File: config.mk
export PLATFORM = sky130hd
export DESIGN_NAME = my_param_sync_fifo
export DESIGN_NICKNAME = d
export VERILOG_FILES = /design/src/rtl/my_fifo_pkg.sv /design/src/rtl/my_fifo_ram.sv /design/src/rtl/my_param_sync_fifo.sv
export SDC_FILE = /design/constraint.sdc
export NUM_CORES = 1
export LEC_CHECK = 0
export BUFFER_PORTS_ARGS = -buffer_cell sky130_fd_sc_hd__buf_4
export CAP_MARGIN = 20
export CORE_MARGIN = 10
export CORE_UTILIZATION = 40
export CTS_CLUSTER_SIZE = 24
export DETAILED_ROUTE_END_ITERATION = 6
export MAX_ROUTING_LAYER = met4
export SKIP_CTS_REPAIR_TIMING = 1
export SYNTH_ARGS = -nofsm -noshare
export SYNTH_HDL_FRONTEND = slang
export SYNTH_SLANG_ARGS = --single-unit
export TNS_END_PERCENT = 20
File: constraint.sdc
create_clock -name clk -period 2.7 [get_ports clk]
set_clock_uncertainty 0.1 [all_clocks]
set_input_delay 0 -clock clk [delete_from_list [all_inputs] [get_ports clk]]
set_output_delay 0 -clock clk [all_outputs]
set_load 0.02 [all_outputs]
File: src/rtl/my_fifo_pkg.sv
// -----------------------------------------------------------------------------
// my_fifo_pkg
// Constants, types and elaboration-time helpers shared by the synchronous
// FIFO (my_param_sync_fifo) and its storage array (my_fifo_ram).
//   addr_width()     : address bits needed to index DEPTH entries
//   def_af_thresh()  : default almost_full level (two entries below full)
//   DEF_AE_THRESH    : default almost_empty level
//   fifo_status_t    : bundled occupancy flags derived from the count
// -----------------------------------------------------------------------------
package my_fifo_pkg;

   localparam int unsigned DEF_WIDTH     = 8;
   localparam int unsigned DEF_DEPTH     = 8;
   localparam int unsigned DEF_AE_THRESH = 2;

   // Address bits for a power-of-two depth; never less than one bit.
   function automatic int unsigned addr_width(input int unsigned depth);
      return (depth <= 1) ? 1 : $clog2(depth);
   endfunction

   // Default almost_full level: two entries short of full.
   function automatic int unsigned def_af_thresh(input int unsigned depth);
      return (depth > 2) ? depth - 2 : 1;
   endfunction

   typedef struct packed {
      logic full;
      logic empty;
      logic almost_full;
      logic almost_empty;
   } fifo_status_t;

endpackage : my_fifo_pkg

File: src/rtl/my_fifo_ram.sv
// -----------------------------------------------------------------------------
// my_fifo_ram
// Simple dual-port storage array: one synchronous write port and one
// registered read port with enable. No reset on the array or the read
// register, so the array maps onto plain block/distributed RAM.
// Ports:
//   clk_i    : clock, all activity on rising edge
//   we_i     : write enable
//   waddr_i  : write address
//   wdata_i  : write data
//   re_i     : read enable; rdata_o loads mem[raddr_i] when high, holds otherwise
//   raddr_i  : read address
//   rdata_o  : registered read data
// -----------------------------------------------------------------------------
module my_fifo_ram
   import my_fifo_pkg::*;
#(
   parameter int unsigned WIDTH = DEF_WIDTH,
   parameter int unsigned DEPTH = DEF_DEPTH,
   parameter int unsigned AW    = addr_width(DEPTH)
) (
   input  logic             clk_i,
   input  logic             we_i,
   input  logic [AW-1:0]    waddr_i,
   input  logic [WIDTH-1:0] wdata_i,
   input  logic             re_i,
   input  logic [AW-1:0]    raddr_i,
   output logic [WIDTH-1:0] rdata_o
);

   logic [WIDTH-1:0] mem_q [DEPTH];
   logic [WIDTH-1:0] rdata_q;

   always_ff @(posedge clk_i) begin
      if (we_i) begin
         mem_q[waddr_i] <= wdata_i;
      end
   end

   always_ff @(posedge clk_i) begin
      if (re_i) begin
         rdata_q <= mem_q[raddr_i];
      end
   end

   assign rdata_o = rdata_q;

endmodule : my_fifo_ram

File: src/rtl/my_param_sync_fifo.sv
// -----------------------------------------------------------------------------
// my_param_sync_fifo
// Single-clock FIFO with registered read data (1-cycle read latency),
// occupancy count, threshold flags and sticky overflow/underflow flags.
// Parameters: WIDTH (data bits), DEPTH (entries, power of 2, >=2),
//             AF_THRESH (almost_full at count >= level),
//             AE_THRESH (almost_empty at count <= level).
// Ports:
//   clk          : clock, all state updates on rising edge
//   nrst         : asynchronous active-low reset
//   w_en, w_data : write request and data (accepted when not full)
//   r_en         : read request (accepted when not empty)
//   clr_err      : synchronous clear of overflow/underflow
//   r_data       : read data, updated one cycle after an accepted read
//   r_valid      : high for the cycle r_data was updated by an accepted read
//   full, empty, almost_full, almost_empty : occupancy flags
//   count        : occupancy 0..DEPTH
//   overflow     : sticky, set by a write attempt while full
//   underflow    : sticky, set by a read attempt while empty
// -----------------------------------------------------------------------------
module my_param_sync_fifo
   import my_fifo_pkg::*;
#(
   parameter int unsigned WIDTH     = DEF_WIDTH,
   parameter int unsigned DEPTH     = DEF_DEPTH,
   parameter int unsigned AF_THRESH = def_af_thresh(DEPTH),
   parameter int unsigned AE_THRESH = DEF_AE_THRESH
) (
   input  logic                      clk,
   input  logic                      nrst,
   input  logic                      w_en,
   input  logic [WIDTH-1:0]          w_data,
   input  logic                      r_en,
   input  logic                      clr_err,
   output logic [WIDTH-1:0]          r_data,
   output logic                      r_valid,
   output logic                      full,
   output logic                      empty,
   output logic                      almost_full,
   output logic                      almost_empty,
   output logic [$clog2(DEPTH):0]    count,
   output logic                      overflow,
   output logic                      underflow
);

   localparam int unsigned AW = addr_width(DEPTH);
   localparam int unsigned CW = AW + 1;

   localparam logic [CW-1:0] DEPTH_C = CW'(DEPTH);
   localparam logic [CW-1:0] AF_C    = CW'(AF_THRESH);
   localparam logic [CW-1:0] AE_C    = CW'(AE_THRESH);
   localparam logic [CW-1:0] ONE_C   = CW'(1);

   // Pointers carry one wrap bit above the address bits.
   logic [CW-1:0]    wr_ptr_q, wr_ptr_d;
   logic [CW-1:0]    rd_ptr_q, rd_ptr_d;
   logic [CW-1:0]    count_s;
   logic             r_valid_q;
   logic             rd_seen_q, rd_seen_d;
   logic             ovf_q, ovf_d;
   logic             udf_q, udf_d;
   logic             wr_acc, rd_acc;
   logic [WIDTH-1:0] ram_rdata;
   fifo_status_t     status;

   // Occupancy is the modular pointer distance; the wrap bit makes
   // DEPTH distinguishable from 0, so no separate count register is kept.
   assign count_s = wr_ptr_q - rd_ptr_q;

   always_comb begin
      status              = '0;
      status.full         = (count_s == DEPTH_C);
      status.empty        = (count_s == '0);
      status.almost_full  = (count_s >= AF_C);
      status.almost_empty = (count_s <= AE_C);
   end

   // Acceptance uses only this cycle's registered state, so a read
   // never frees space for a same-cycle write (and vice versa).
   assign wr_acc = w_en & ~status.full;
   assign rd_acc = r_en & ~status.empty;

   always_comb begin
      wr_ptr_d  = wr_ptr_q;
      rd_ptr_d  = rd_ptr_q;
      rd_seen_d = rd_seen_q | rd_acc;
      if (wr_acc) begin
         wr_ptr_d = wr_ptr_q + ONE_C;
      end
      if (rd_acc) begin
         rd_ptr_d = rd_ptr_q + ONE_C;
      end
      // A new error event takes priority over a simultaneous clear.
      ovf_d = (w_en & status.full)  | (ovf_q & ~clr_err);
      udf_d = (r_en & status.empty) | (udf_q & ~clr_err);
   end

   always_ff @(posedge clk or negedge nrst) begin
      if (!nrst) begin
         wr_ptr_q  <= '0;
         rd_ptr_q  <= '0;
         r_valid_q <= 1'b0;
         rd_seen_q <= 1'b0;
         ovf_q     <= 1'b0;
         udf_q     <= 1'b0;
      end else begin
         wr_ptr_q  <= wr_ptr_d;
         rd_ptr_q  <= rd_ptr_d;
         r_valid_q <= rd_acc;
         rd_seen_q <= rd_seen_d;
         ovf_q     <= ovf_d;
         udf_q     <= udf_d;
      end
   end

   my_fifo_ram #(
      .WIDTH (WIDTH),
      .DEPTH (DEPTH),
      .AW    (AW)
   ) u_ram (
      .clk_i   (clk),
      .we_i    (wr_acc),
      .waddr_i (wr_ptr_q[AW-1:0]),
      .wdata_i (w_data),
      .re_i    (rd_acc),
      .raddr_i (rd_ptr_q[AW-1:0]),
      .rdata_o (ram_rdata)
   );

   // The RAM read register has no reset; rd_seen_q gates it to zero from
   // reset until the first accepted read, keeping the 1-cycle latency.
   assign r_data       = rd_seen_q ? ram_rdata : '0;
   assign r_valid      = r_valid_q;
   assign full         = status.full;
   assign empty        = status.empty;
   assign almost_full  = status.almost_full;
   assign almost_empty = status.almost_empty;
   assign count        = count_s;
   assign overflow     = ovf_q;
   assign underflow    = udf_q;

endmodule : my_param_sync_fifo

* Word level (Yosys, flattened, before mapping)
Memory sizes are Yosys's and may differ from the RTL's. A register that Yosys moved wholly into a read port is not among the register bits.
Index checks and enable logic that the tools add are counted.
** Word-level totals
- Output and inout port bits :: 19
- Bits in read-only memories :: 0
- Flip-flop bits (word level) :: 12
- Bits in latches :: 0
- Memory bits (writable) :: 64
- Input port bits :: 13
- Word-level logic and storage cells :: 29
- Memories kept :: 1
** Memories
- u_ram.mem_q :: words 8, bits a word 8, rd ports 1, clocked after Yosys merged registers in 1, write ports 1, RTL line my_fifo_ram.sv:31 : logic [WIDTH-1:0] mem_q [DEPTH];
** Cells by class
- Multiply operators :: 0
- $lt $le $gt $ge :: 2
- Bitwise gates (word level) :: 12
- Multiplexer cells :: 3
- Add/sub/neg operators :: 3
- Reduce and logical (&&, ||, !) cells :: 1
- Shift operators :: 0
- Divide/modulo/power cells :: 0
- Equality and inequality tests :: 1
** Operator list (count)
- $add A4 B1 Y4 const B :: 2
- $mux W8 :: 1
- $and A1 B1 Y1 :: 6
- $eq A4 B4 Y1 const B :: 1
- $ge A4 B3 Y1 const B :: 1
- $le A4 B2 Y1 const B :: 1
- $logic_not A4 Y1 :: 1
- $sub A4 B4 Y4 :: 1
- $not A1 Y1 :: 3
- $or A1 B1 Y1 :: 3
- $mux W1 :: 2

* Depth between registers and ports, before layout
Gate-level depths: netlist (run 1).
- Depth after elaboration :: 6
- Mapped depth :: 10
- Mapped depth without buffers :: 9

* Hierarchy
From an unflattened synthesis (run 1), not the netlist that was laid out.
** Unflattened totals
- Cells, all modules :: 186
- Area, all modules :: 3532.1 µm²
** By module, submodules not included
- my_fifo_ram :: cells an instance 114, times used 1, area an instance 2771.4 µm², sequential area each 2162.1 µm²
- my_param_sync_fifo :: cells an instance 72, times used 1, area an instance 760.7 µm², sequential area each 300.3 µm²

* Least setup slack after synthesis (run 1)
Ideal clock, no wire load.
- Path kind :: reg-to-reg
- Start point :: register rd_ptr_q[2]
- End point :: memory u_ram.mem_q[0][0] in the netlist's numbering (enable)
- Path buffers :: 1
- Required time :: 2.217 ns
- Arrival time :: 2.629 ns
- Library setup time :: 0.383 ns
- Setup slack :: -0.413 ns
- Cell stages (with the launch flop) :: 9
- Clock period less this slack :: 3.113 ns
- Cells stage by stage :: dfrtp_1 clkbuf_1 clkinv_1 ha_1 a21oi_2 o21ai_4 xnor2_4 nor2_2 nor3_1
** On the way
- Cells in the longest elaborated chain, start to end :: 6
** RTL lines
- from (decl) :: RTL line my_param_sync_fifo.sv:56 : logic [CW-1:0] rd_ptr_q, rd_ptr_d;
- from (signal assigned) :: RTL line my_param_sync_fifo.sv:108 : rd_ptr_q <= rd_ptr_d;
- $sub A4 B4 Y4 :: RTL line my_param_sync_fifo.sv:68 : assign count_s = wr_ptr_q - rd_ptr_q;
- $eq A4 B4 Y1 :: RTL line my_param_sync_fifo.sv:72 : status.full = (count_s == DEPTH_C);
- net full :: RTL line my_param_sync_fifo.sv:37 : output logic full,
- $not A1 Y1 :: RTL line my_param_sync_fifo.sv:80 : assign wr_acc = w_en & ~status.full;
- $and A1 B1 Y1 :: RTL line my_param_sync_fifo.sv:80
- $mux W1 :: RTL line my_fifo_ram.sv:35 : if (we_i) begin
- $mux W1 (implied by the code) :: RTL line my_fifo_ram.sv:36 : mem_q[waddr_i] <= wdata_i;
- to (decl) :: RTL line my_fifo_ram.sv:31
The timed path passes the listed nets, and every way through them passes these cells.

* Final worst setup path (run 1)
- Start point :: register rd_ptr_q[0]
- End point :: register rd_ptr_q[1]
** On the way
- Cells in the longest elaborated chain, start to end :: 4
- Elaborated cells on any way between the ends :: 5
- Those cells by class :: add/sub: 2; bitwise: 2; reduce/logical: 1
** RTL lines
- $sub A4 B4 Y4 :: RTL line my_param_sync_fifo.sv:68
- $logic_not A4 Y1 :: RTL line my_param_sync_fifo.sv:73 : status.empty = (count_s == '0);
- $not A1 Y1 :: RTL line my_param_sync_fifo.sv:81 : assign rd_acc = r_en & ~status.empty;
- $and A1 B1 Y1 :: RTL line my_param_sync_fifo.sv:81
Parallel ways exist; a longest one is shown, timed or not.
A chain may end at the register's enable or synchronous reset.

==> results of run 1 <==
## metal layers
layer  wire length (um)  vias up  share of wire, %
met5                  0        -                 0
met2               3560       41                51
li1                   -      903                 -
met4                104        0               1.5
met3                233        9               3.3
met1               3130      979                45
## worst paths after layout
check                       startpoint                end  depth (start not counted)
setup / recovery           rd_ptr_q[0]        rd_ptr_q[1]                          8
max in group asynchronous         nrst          rd_seen_q                          3
hold / removal               w_data[4]  u_ram.mem_q[6][4]                          2
min in group asynchronous         nrst        wr_ptr_q[0]                          3
hold reg to reg               overflow           overflow                          1
setup reg to reg           rd_ptr_q[0]        rd_ptr_q[1]                          8
## worst max-delay path, cell delays in order (launching register included)
cell and delay [ns]:
sky130_fd_sc_hd__dfrtp_1 0.39, sky130_fd_sc_hd__ha_1 0.25, sky130_fd_sc_hd__fa_1 0.42, sky130_fd_sc_hd__xor2_2 0.24
sky130_fd_sc_hd__nand3_4 0.16, sky130_fd_sc_hd__buf_4 0.18, sky130_fd_sc_hd__o21ai_4 0.26, sky130_fd_sc_hd__buf_4 0.17
sky130_fd_sc_hd__mux2_4 0.28
## kinds of logic (layout without fill, tap and decap cells)
family | after synthesis | in the layout | synth area share [%]
buffers and inverters | 18 | 89 | 2.19
xor gates and xnor gates | 9 | 9 | 3.02
adders and majority gates | 6 | 6 | 2.37
muxes | 18 | 18 | 11.1
DFF | 84 | 84 | 70.6
AOI/OAI and AO/OA | 15 | 15 | 3.59
and+or+nand+nor | 54 | 54 | 7.11
## cells in the final DEF, fill, tap and decap left out, types with 2 or more instances in the layout
master                          netlist  layout
sky130_fd_sc_hd__mux4_2              16      16
sky130_fd_sc_hd__nand4_1              2       2
sky130_fd_sc_hd__o21ai_4              2       2
sky130_fd_sc_hd__ha_1                 5       5
sky130_fd_sc_hd__o211ai_1             2       2
sky130_fd_sc_hd__buf_4                1      48
sky130_fd_sc_hd__nor3_1               7       3
sky130_fd_sc_hd__nor2_2               1       4
sky130_fd_sc_hd__nor3_4               0       4
sky130_fd_sc_hd__a21oi_1              2       2
sky130_fd_sc_hd__clkinv_2             0       2
sky130_fd_sc_hd__dlygate4sd3_1        0      13
sky130_fd_sc_hd__a22o_1               2       2
sky130_fd_sc_hd__nand3_1              5       4
sky130_fd_sc_hd__nand2_1             25      25
sky130_fd_sc_hd__xnor2_1              5       5
sky130_fd_sc_hd__inv_1                9       8
sky130_fd_sc_hd__and2_1               8       8
sky130_fd_sc_hd__o31ai_1              2       2
sky130_fd_sc_hd__edfxtp_1            72      72
sky130_fd_sc_hd__clkbuf_8             0       9
sky130_fd_sc_hd__dfrtp_1             12      12
sky130_fd_sc_hd__clkinvlp_4           0       3
## sequential cells by signal, indices dropped and copies added (netlist names)
| register | flops |
|---|---|
| overflow | 1 |
| r_valid | 1 |
| rd_ptr_q | 4 |
| rd_seen_q | 1 |
| u_ram.mem_q | 64 |
| u_ram.rdata_o | 8 |
| underflow | 1 |
| wr_ptr_q | 4 |
## power by group through the flow
stage	combinational [mW]	clock [mW]	sequential (mW)
after global placement	2.97	0	1.91
final	3.05	0.872	1.88
after global routing	3.33	0.954	1.91
after CTS	3.00	0.898	1.89
after detailed placement	2.98	0	1.91
after floorplan	1.96	0	1.90
## synthesized netlist by cell type, drive strengths merged
cell / instances
nor2: 6
xnor2: 7
ha: 5
clkbuf: 4
and2: 8
nor3: 7
nand2b: 1
a21oi: 3
o21ai: 5
buf: 3
clkinv: 1
a211oi: 1
nand4: 2
o31ai: 2
inv: 10
o211ai: 2
nand2: 25
nand3: 5
edfxtp: 72
fa: 1
mux4: 16
mux2: 2
dfrtp: 12
xor2: 2
a22o: 2
## area by class of cell
class / instances / area (um^2) / area share, %
clock buffers: 10 / 128 / 2.93
clock inverters: 6 / 63.8 / 1.46
inverters: 11 / 48.8 / 1.12
multi-input cells: 102 / 1030 / 23.6
flip-flops and latches: 84 / 2460 / 56.5
well taps: 105 / 131 / 3.01
repair buffers: 61 / 490 / 11.3
repair inverters: 1 / 7.51 / 0.172
==> results list, run 1 <==
- TritonCTS built the clock tree.
* Switching Fraction: 39.7%
- Global routing used 18.2% of the available met2 tracks.
* Final WS setup: 0.124 ns
- In the synthesized netlist, the number of instances is 204.
- In the final design database the tool counted 289 nets.
- GRT Total Usage: 11.6%
- Post-synthesis register bit count: 84
- Setup repair after global routing left no endpoint under its margin.
- The die is 113 um tall.
- The floorplan step defined a die boundary enclosing 0.0128 mm^2.
* Hold violation total from the final report: 0
* Class of the tightest hold or removal check: in -> reg
* Final Max Tran Viols: 0
- In the routed design, unresolved DRC markers number 0.
- The share of total power dissipated in sequential elements is 32.5%.
* Count of antenna-violating nets left after detailed routing: 0
* Gate power share: 52.5%
- The clock network accounts for 15.0% of the total power.
- Global routing consumed, on the met1 layer, 14.1% of the routing resources.
- Cells fill 52.3% of the core in the end.
- Minimum period implied by the final worst setup slack: 2.58 ns
* Non-filler cells in the finished layout: 380
* Sequential share of the synthesized area: 70.6%
- Antenna violations before repair: 0
- For this design the total switching power over the nets is 2.31 mW.
- TritonCTS created 9 clock buffers.
- Power comes to 5.80 mW.
- In this run the worst path has a maximum fanout of 7.
- Cell chosen for the clock root: sky130_fd_sc_hd__clkbuf_8
- Ratio of cells with drive above 1 in the final layout: 36.7%
- Summed over all layers, the routed wires come to 7030 um.
- Final instance area: 0.00436 mm^2
- The number of placed instances, taps included, is 348.
- Clock-pin slew was measured on the worst setup and hold paths at 0.09 ns.
* Cell area power density: 1330 mW/mm^2
* Detailed Place HPWL: 4630 um
* Detailed-routing iteration count for the pre-antenna-repair pass: 6
* Max-capacitance violation count: 0
- Yosys warning total: 0
* Antenna diodes: 0
- In the final timing run, aggregate negative setup slack is 0 ns.
- Detail-routed net length per standard cell: 18.5 um
* Library cell occupying the most area in the post-synthesis netlist: sky130_fd_sc_hd__edfxtp_1
- Share of Yosys cell area claimed by the top area cell type: 62.0%
- Signed area change from the synthesized netlist to the final layout: 25.1%
* Placer congestion estimate: 0.727
- The H-tree was split into 3 levels.
* Largest buffer count on any clock path: 2
- Buffers placed on the I/O ports in this run total 31.
- IR Drop Worst-Case VDD: 0.000735 V
- For met3 alone, demand over resource in global routing was 2.54%.
- Count of fill cells added during filler insertion: 697
- Library cells used by synthesis: 34
- I/O pins: 32
* Top Usage Layer GRT: met2
- After synthesis, the cell types taking the most area are sky130_fd_sc_hd__edfxtp_1 62%, sky130_fd_sc_hd__mux4_2 10%, sky130_fd_sc_hd__dfrtp_1 8.6%, sky130_fd_sc_hd__nand2_1 2.7%, sky130_fd_sc_hd__ha_1 1.8%.
- Timing analysis after detailed placement gives a worst setup slack of 0.136 ns.
- Maximum number of pins on one net before global-route repair: 20
* Max Clk Rate: 0.388 GHz
- After detailed placement, the total cell area comes to 0.00400 mm^2.
* Final hold slack: 0.323 ns
- Via count of the first global-routing pass: 1968
- Area of the placeable core: 0.00834 mm^2
- Avg Cell Area, Syn: 17.1 um^2
- R2R Setup Slk: 0.12 ns
- Internal cell power: 3.50 mW
- The routed layout has 1932 vias.
- Worst EP arrival: 2.71 ns
- Synth Net Count: 223
* Leakage component of the power: 1.59 nW
- DRT iter0 DRCs: 58
* Slew Limit Headroom: 57.9%
* Path type of the worst setup path: reg -> reg
* Final period utilization: 95.4%
* Summed instance area of the synthesized netlist: 0.00349 mm^2
- Tightest Pin Transition: 0.630 ns
- STA classifies the critical path startpoint as a flip-flop.
* Skew-Pair Late Insertion Delay: 0.35 ns
- Once the floorplan was initialized, standard cells occupied 41.8% of the core.
- The floorplan has 33 rows.
- The run finished with clean final reports.
* Via density per instance: 5.08
- Required arrival time at the worst endpoint: 2.84 ns
- Crit. End Element: flip-flop
- In this run the horizontal extent of the chip is 113 um.
- The first global-routing pass estimated 11000 um of wire.
- Setup violations remaining at the end of the flow were counted as 0.
- The clock net in this run drives a total of 84 sinks.
* Remaining Overflow, GRT: 0
Power figures use the tool's default switching activity.
==> inputs of run 2 (changes only) <==
ABC_AREA = 1   (was not set)
SKIP_LAST_GASP = 1   (was not set)
==> run 2 against run 1 <==
  * Sequential share of layout area is essentially flat
  * Critical endpoint is now u_ram.mem_q[2][2]
  * Register-to-register slack better by 0.13 ns
  * Critical path type unchanged
  * Largest power group unchanged
  * Non-clock buffer count shrank 6
==> results list, run 2 <==
- The top cell types in the final layout, fill and taps aside, are 72 x sky130_fd_sc_hd__edfxtp_1, 69 x sky130_fd_sc_hd__nand2_1, 42 x sky130_fd_sc_hd__nor2_1.
- The worst register-to-register path ends at u_ram.mem_q[2][2].
- Sequential share of the synthesized area: 67.4%
- Width of the die: 116 um
- Largest buffer count on any clock path: 2
- Most common cell after layout, fill and taps aside: sky130_fd_sc_hd__edfxtp_1
* Class of the tightest hold or removal check: in -> reg
* Biggest register: u_ram.mem_q
- CTS tree: done
- The floorplan step defined a die boundary enclosing 0.0134 mm^2.
* Number of CTS-inserted buffers: 9
* TritonCTS sink count: 84
- Summing internal, switching and leakage power gives 5.47 mW.
- In this run the remaining antenna-violating nets after routing total 0.
- Signed area change from the synthesized netlist to the final layout: 19.3%
- The post-route netlist has 18.0% of its cells at a drive strength greater than 1.
- Post-synth ARST share: 14.3%
* Setup repair after global routing missed its margin: false
- The via count of the first global-routing pass came to 2301.
* GRT Total Usage: 13.0%
* Hold violation total from the final report: 0
- Path type of the worst setup path: reg -> reg
- At the worst endpoint, the arrival time is 2.34 ns.
- Cell area power density: 1250 mW/mm^2
- I/O pins: 32
* IR Drop Worst-Case VDD: 0.000525 V
- The routed design has 8270 um of wire.
- Yosys warning total: 0
- Cell chosen for the clock root: sky130_fd_sc_hd__clkbuf_8
* Share of Yosys cell area claimed by the top area cell type: 59.2%
- The worst setup path is launched from a flip-flop.
* Critical path capture point: u_ram.mem_q[2][2]
- The congestion estimate from routability-driven global placement came to 0.844.
- The cell area that synthesis handed to floorplanning was 0.00365 mm^2.
* Post-synthesis register bit count: 84
- Along the worst path, the maximum fanout reaches 8.
- The worst setup path is captured at a flip-flop.
- For flop-to-flop paths, the worst setup slack is 0.25 ns.
- Wire length of the first global-routing pass: 12700 um
- Leakage component of the power: 1.78 nW
- Std cell rows: 34
* Area of the placeable core: 0.00881 mm^2
- For this run, design rule violations remaining after detail routing come to 0.
* Library cell occupying the most area in the post-synthesis netlist: sky130_fd_sc_hd__edfxtp_1
* Detailed-routing iteration count for the pre-antenna-repair pass: 5
- Commonest cells in the netlist: 72 x sky130_fd_sc_hd__edfxtp_1, 69 x sky130_fd_sc_hd__nand2_1, 42 x sky130_fd_sc_hd__nor2_1
- The run finished with clean final reports.
- Remaining Overflow, GRT: 0
- Synthesized netlist cell count: 325
- Clock input transition at the sequential cells of the worst setup and hold paths: 0.08 ns
- The H-tree generated during clock tree synthesis spans 3 levels.
* DRT iter0 DRCs: 234
- Aggregate negative setup slack: 0 ns
- For this run, the leading register cell type out of synthesis is sky130_fd_sc_hd__edfxtp_1.
- Launch point of the critical path: wr_ptr_q[0]
* Antenna violations before repair: 0
- The number of max-slew violations in the final report is 0.
- Via density per instance: 5.10
* Initial core utilization: 41.5%
* Final period utilization: 90.7%
* Routed vias: 2506
* Critical register-to-register path startpoint: wr_ptr_q[0]
- Minimum period implied by the final worst setup slack: 2.45 ns
- Setup violations remaining at the end of the flow were counted as 0.
- Maximum number of pins on one net before global-route repair: 37
- Port buffering added 31 buffers.
* Register-to-Register Path Depth: 8
* Antenna diodes: 0
- Tightest Pin Transition: 0.666 ns
* Top area cells in the synthesized netlist: sky130_fd_sc_hd__edfxtp_1 59%, sky130_fd_sc_hd__dfrtp_1 8.2%, sky130_fd_sc_hd__nand2_1 7.1%, sky130_fd_sc_hd__nor2_1 4.3%, sky130_fd_sc_hd__o21ai_0 3.7%
- Once layout is complete, the utilization of the core stands at 49.5%.
* Avg Cell Area, Syn: 11.2 um^2
- Detailed placement ended at an HPWL of 5870 um.
* Number of flops mapped to enable cells by yosys: 72
- Number of flip-flops under the largest register name: 64
* Final hold slack: 0.293 ns
- Library cells used by synthesis: 25
* Max-capacitance violation count: 0
- For this run, the top clock speed supported by timing is 0.408 GHz.
* Total Nets Final: 397
- Detail-routed net length per standard cell: 16.8 um
- Synth Net Count: 344
- Measured against its own limit, the worst slew margin works out to 55.4%.
* Chip Height: 116 um
- By instance count, the leading cell after synthesis is sky130_fd_sc_hd__edfxtp_1.
* Skew-Pair Late Insertion Delay: 0.35 ns
- Required arrival time at the worst endpoint: 2.59 ns
## run 2: cell types whose count changed after synthesis, moves of 7 or more
cell                      delta
sky130_fd_sc_hd__inv_1      +21
sky130_fd_sc_hd__o21ai_0    +25
sky130_fd_sc_hd__and2_1      -8
sky130_fd_sc_hd__nand2_1    +44
sky130_fd_sc_hd__nor2_1     +37
sky130_fd_sc_hd__o22ai_1    +18
sky130_fd_sc_hd__o21ai_1     +7
sky130_fd_sc_hd__mux4_2     -16
## run 2: power breakdown
part | switching, mW | total, mW | internal (mW) | leakage (nW)
combinational | 1.73 | 2.71 | 0.979 | 0.887
sequential | 0.110 | 1.88 | 1.77 | 0.807
clock | 0.446 | 0.877 | 0.431 | 0.0862
total | 2.29 | 5.47 | 3.18 | 1.78
## run 2: worst min path at each step
stage                        from           to  slack, ns  cells after the start
after CTS                    nrst  wr_ptr_q[1]      -0.62                      1
after detailed placement     nrst  wr_ptr_q[1]      -0.24                      1
final                     clr_err     overflow       0.29                      3
after floorplan              nrst     overflow      -0.40                      0
after global routing      clr_err     overflow       0.33                      3
after global placement       nrst  wr_ptr_q[1]      -0.25                      1
## run 2: logic make-up (layout without fill, tap and decap cells)
| family | Yosys count | count (layout) | synth area share (%) |
|---|---|---|---|
| AND/OR/NAND/NOR | 135 | 135 | 16.8 |
| flip-flops | 84 | 84 | 67.4 |
| buffers and inverters | 46 | 104 | 5.34 |
| adder cells (fa/ha/maj) | 6 | 6 | 2.26 |
| AO/OA/AOI/OAI | 52 | 52 | 7.74 |
| XOR/XNOR | 2 | 2 | 0.480 |
## run 2: worst max-delay path: stages, from the launching register on
cell and delay [ns]:
sky130_fd_sc_hd__dfrtp_1 0.38, sky130_fd_sc_hd__inv_1 0.08, sky130_fd_sc_hd__ha_1 0.18, sky130_fd_sc_hd__fa_1 0.44
sky130_fd_sc_hd__nand2_1 0.12, sky130_fd_sc_hd__nor2_4 0.06, sky130_fd_sc_hd__nand3_4 0.11, sky130_fd_sc_hd__nand3_4 0.09
sky130_fd_sc_hd__nor2_1 0.52
## run 2: metal layers
| layer | share of wire, % | track usage [%] | vias up |
|---|---|---|---|
| met5 | 0 | - | - |
| met4 | 3.1 | 7.09 | 0 |
| met3 | 8.1 | 2.38 | 20 |
| met2 | 46 | 19.0 | 109 |
| met1 | 43 | 16.9 | 1173 |
| li1 | - | - | 1204 |
## run 2: metrics by stage
stage	setup slack [ns]	std cells	cell area [um^2]
2_1_floorplan	0.194	325	3650
3_3_place_gp	0.299	461	4020
3_5_place_dp	0.205	461	4020
4_1_cts	0.237	477	4220
5_1_grt	0.0745	491	4360
6_report	0.251	491	4360
## run 2: final cells by class
class | instances | area, um^2
Clock buffer | 11 | 131
Sequential cell | 84 | 2460
Inverter | 33 | 124
Timing Repair Buffer | 55 | 448
Multi-Input combinational cell | 195 | 995
Fill cell | 776 | 4450
Clock inverter | 5 | 61.3
Tap cell | 108 | 135
==> inputs of run 3 (changes only) <==
HOLD_SLACK_MARGIN = 0.15   (was not set)
clock period = 3.1 ns   (was 2.7 ns; I/O delays follow)
==> run 3 against run 2 <==
  * Die area unchanged
  * Maximum frequency decreased by 11%
  * Setup slack improved by 0.088 ns
  * Register-to-register slack improved by 0.09 ns
  * Worst hold slack improved by 0.0020 ns
  * Via count decreased by 1.4%
  * Count of clock-buffer cells in the layout decreased by 2
  * Utilization decreased by 0.18 points
  * Sequential power decreased by 11%
  * Critical endpoint is now u_ram.mem_q[3][3]
==> results list, run 3 (synthesized netlist as in run 2, its figures left out) <==
- The flow ran to the end, and the final reports show no timing, DRC or antenna violations.
- Worst EP arrival: 2.65 ns
- Of the cells placed in the final design, the portion with a size suffix greater than 1 is 17.0%.
- The register with the most flip-flops in the layout has 64 of them.
* Final period utilization: 89.1%
- CTS tree: done
- IR Drop Worst-Case VDD: 0.000501 V
- Number of CTS-inserted buffers: 9
- Skew-Pair Late Insertion Delay: 0.35 ns
- Width of the die: 116 um
- Residual DRC: 0
- R2R Setup Slk: 0.34 ns
- For this block, the routed nets add up to 8350 um of wire.
- The signal on the critical path passes through inv_1 -> ha_1 -> fa_1 -> nand2_1 -> nor2_4 -> nand3_4 -> nand2_4 -> nor2_1.
- Overall power of the completed layout: 4.77 mW
- The worst pin sits at a relative slew slack of 52.3%.
- Clock input transition at the sequential cells of the worst setup and hold paths: 0.09 ns
- TritonCTS sink count: 84
- Critical register-to-register path startpoint: wr_ptr_q[0]
- Detailed-routing iteration count for the pre-antenna-repair pass: 5
* Final Max Tran Viols: 0
- The die covers 0.0134 mm^2.
* Cell chosen for the clock root: sky130_fd_sc_hd__clkbuf_8
- The clock network burns 18.1% of the power.
- Antenna violations before repair: 0
- At the end of the flow the core is filled with cells to 49.3%.
- In this run the count of I/O pins placed on the die edge is 32.
- More flip-flops sit in one register than any other, and that register is u_ram.mem_q.
- Counting instances, the worst hold path has a depth of 3.
* Switching Fraction: 41.7%
- Largest fanout on the critical path: 8
* Min-delay src: clr_err
- The worst setup path is captured at a flip-flop.
- For this block, wires on met1 add up to 3870 um.
- Tightest Pin Transition: 0.713 ns
- Gate power share: 46.8%
* Std cell rows: 34
* Commonest non-fill, non-tap cells in the layout: 72 x sky130_fd_sc_hd__edfxtp_1, 69 x sky130_fd_sc_hd__nand2_1, 42 x sky130_fd_sc_hd__nor2_1
- Class of the tightest hold or removal check: in -> reg
* Register-to-Register Path Depth: 8
- Signed area change from the synthesized netlist to the final layout: 18.8%
- Slowest stage delay, CP: 0.56 ns
- Cell area power density: 1100 mW/mm^2
* Initial core utilization: 41.5%
- Via count of the first global-routing pass: 2270
- Hold violation total from the final report: 0
- Setup repair after global routing left no endpoint under its margin.
- The library cell used most frequently in the layout, excluding fill and tap cells, is sky130_fd_sc_hd__edfxtp_1.
- Timing would allow up to 0.362 GHz.
* Net switching power: 1.99 mW
- Total number of H-tree levels: 3
* Met3 WL: 495 um
* Worst R2R End: u_ram.mem_q[3][3]
- Entering global routing, the biggest net connects 37 pins.
- For hold timing, the worst endpoint is underflow.
- The slowest stage of the critical path is the sky130_fd_sc_hd__nor2_1 cell.
- Total placed cells including tap cells: 455
- Detailed Place HPWL: 5880 um
* Count of fill cells added during filler insertion: 795
- Once detail routing completed, the nets flagged for antenna violations numbered 0.
- Via density per instance: 5.09
- OpenSTA, run right after detailed placement, puts the worst setup slack at 0.322 ns.
- Placer congestion estimate: 0.831
- The finished layout holds 485 standard cells, fillers aside.
- Wire length of the first global-routing pass: 12700 um
- Total Nets Final: 391
* Routed vias: 2471
* Minimum period implied by the final worst setup slack: 2.76 ns
- Required arrival time at the worst endpoint: 2.99 ns
* DRT iter0 DRCs: 278
* Setup violators final: 0
- STA classifies the critical path startpoint as a flip-flop.
- Chip Height: 116 um
- Registers are responsible for 35.1% of the overall power.
* Leakage component of the power: 1.77 nW
* Remaining Overflow, GRT: 0
- Area of the placeable core: 0.00881 mm^2
- The repair_antennas step left the layout with diodes totalling 0.
- Max-cap violations in this run came to 0.
- GRT Total Usage: 12.9%
- Aggregate negative setup slack: 0 ns
- Buffers placed on the I/O ports in this run total 31.
- Internal cell power: 2.78 mW
* Path type of the worst setup path: reg -> reg
- In the detailed route, the total length drawn on met2 is 3880 um.
- The highest metal layer carrying signal wires in the routed design is met4.
- Setup slack on the critical path of the routed design comes to 0.339 ns.
* Largest buffer count on any clock path: 2
- Detail-routed net length per standard cell: 17.2 um
## run 3: changes by cell type in the layout (fill, tap and decap cells not counted), sizes merged
cell / before / now
buf: 41 / 35
clkbuf: 11 / 9
clkinv: 1 / 3
clkinvlp: 3 / 1
bufinv: 1 / 2
inv: 33 / 34
## run 3: through the flow
step	cell area [um^2]	hold WS (ns)
2_1_floorplan	3650	-0.396
3_3_place_gp	3980	-0.248
3_5_place_dp	3980	-0.243
4_1_cts	4200	-0.625
5_1_grt	4340	0.304
6_report	4340	0.295
## run 3: worst max-delay path by stage
| stage | from | end | cells after the start |
|---|---|---|---|
| finish | wr_ptr_q[0] | u_ram.mem_q[3][3] | 8 |
| global route | rd_ptr_q[2] | u_ram.mem_q[3][3] | 8 |
| CTS | wr_ptr_q[0] | u_ram.mem_q[3][3] | 8 |
| detailed placement | wr_ptr_q[0] | u_ram.mem_q[3][5] | 8 |
| global placement | wr_ptr_q[0] | u_ram.mem_q[3][5] | 8 |
| floorplan | rd_ptr_q[2] | u_ram.mem_q[4][0] | 9 |
## run 3: layer usage
| layer | up-vias | track usage (%) |
|---|---|---|
| met4 | 0 | 4.05 |
| met1 | 1192 | 17.7 |
| met3 | 11 | 2.33 |
| met2 | 66 | 19.1 |
| met5 | - | - |
| li1 | 1202 | - |
## run 3: final cells by class
class	instances	area (um^2)	area share, %
Clock buffer	9	124	2.85
Tap cell	108	135	3.11
Timing Repair Buffer	49	403	9.28
Inverter	33	124	2.85
Sequential cell	84	2460	56.7
Clock inverter	7	97.6	2.25
Multi-Input combinational cell	195	995	22.9
## run 3: power by group through the flow
stage | sequential, mW | combinational (mW) | clock [mW]
after floorplan | 1.66 | 1.54 | 0
after global placement | 1.69 | 2.20 | 0
after detailed placement | 1.70 | 2.23 | 0
after CTS | 1.67 | 2.23 | 0.875
after global routing | 1.70 | 2.48 | 0.927
final | 1.67 | 2.23 | 0.864
## run 3: worst max-delay path, delay by kind of cell, from the launching register on
family | cells | cell delay (ns)
fa+ha+maj | 2 | 0.72
buf+inv | 1 | 0.14
flops | 1 | 0.44
simple gates | 5 | 1.00
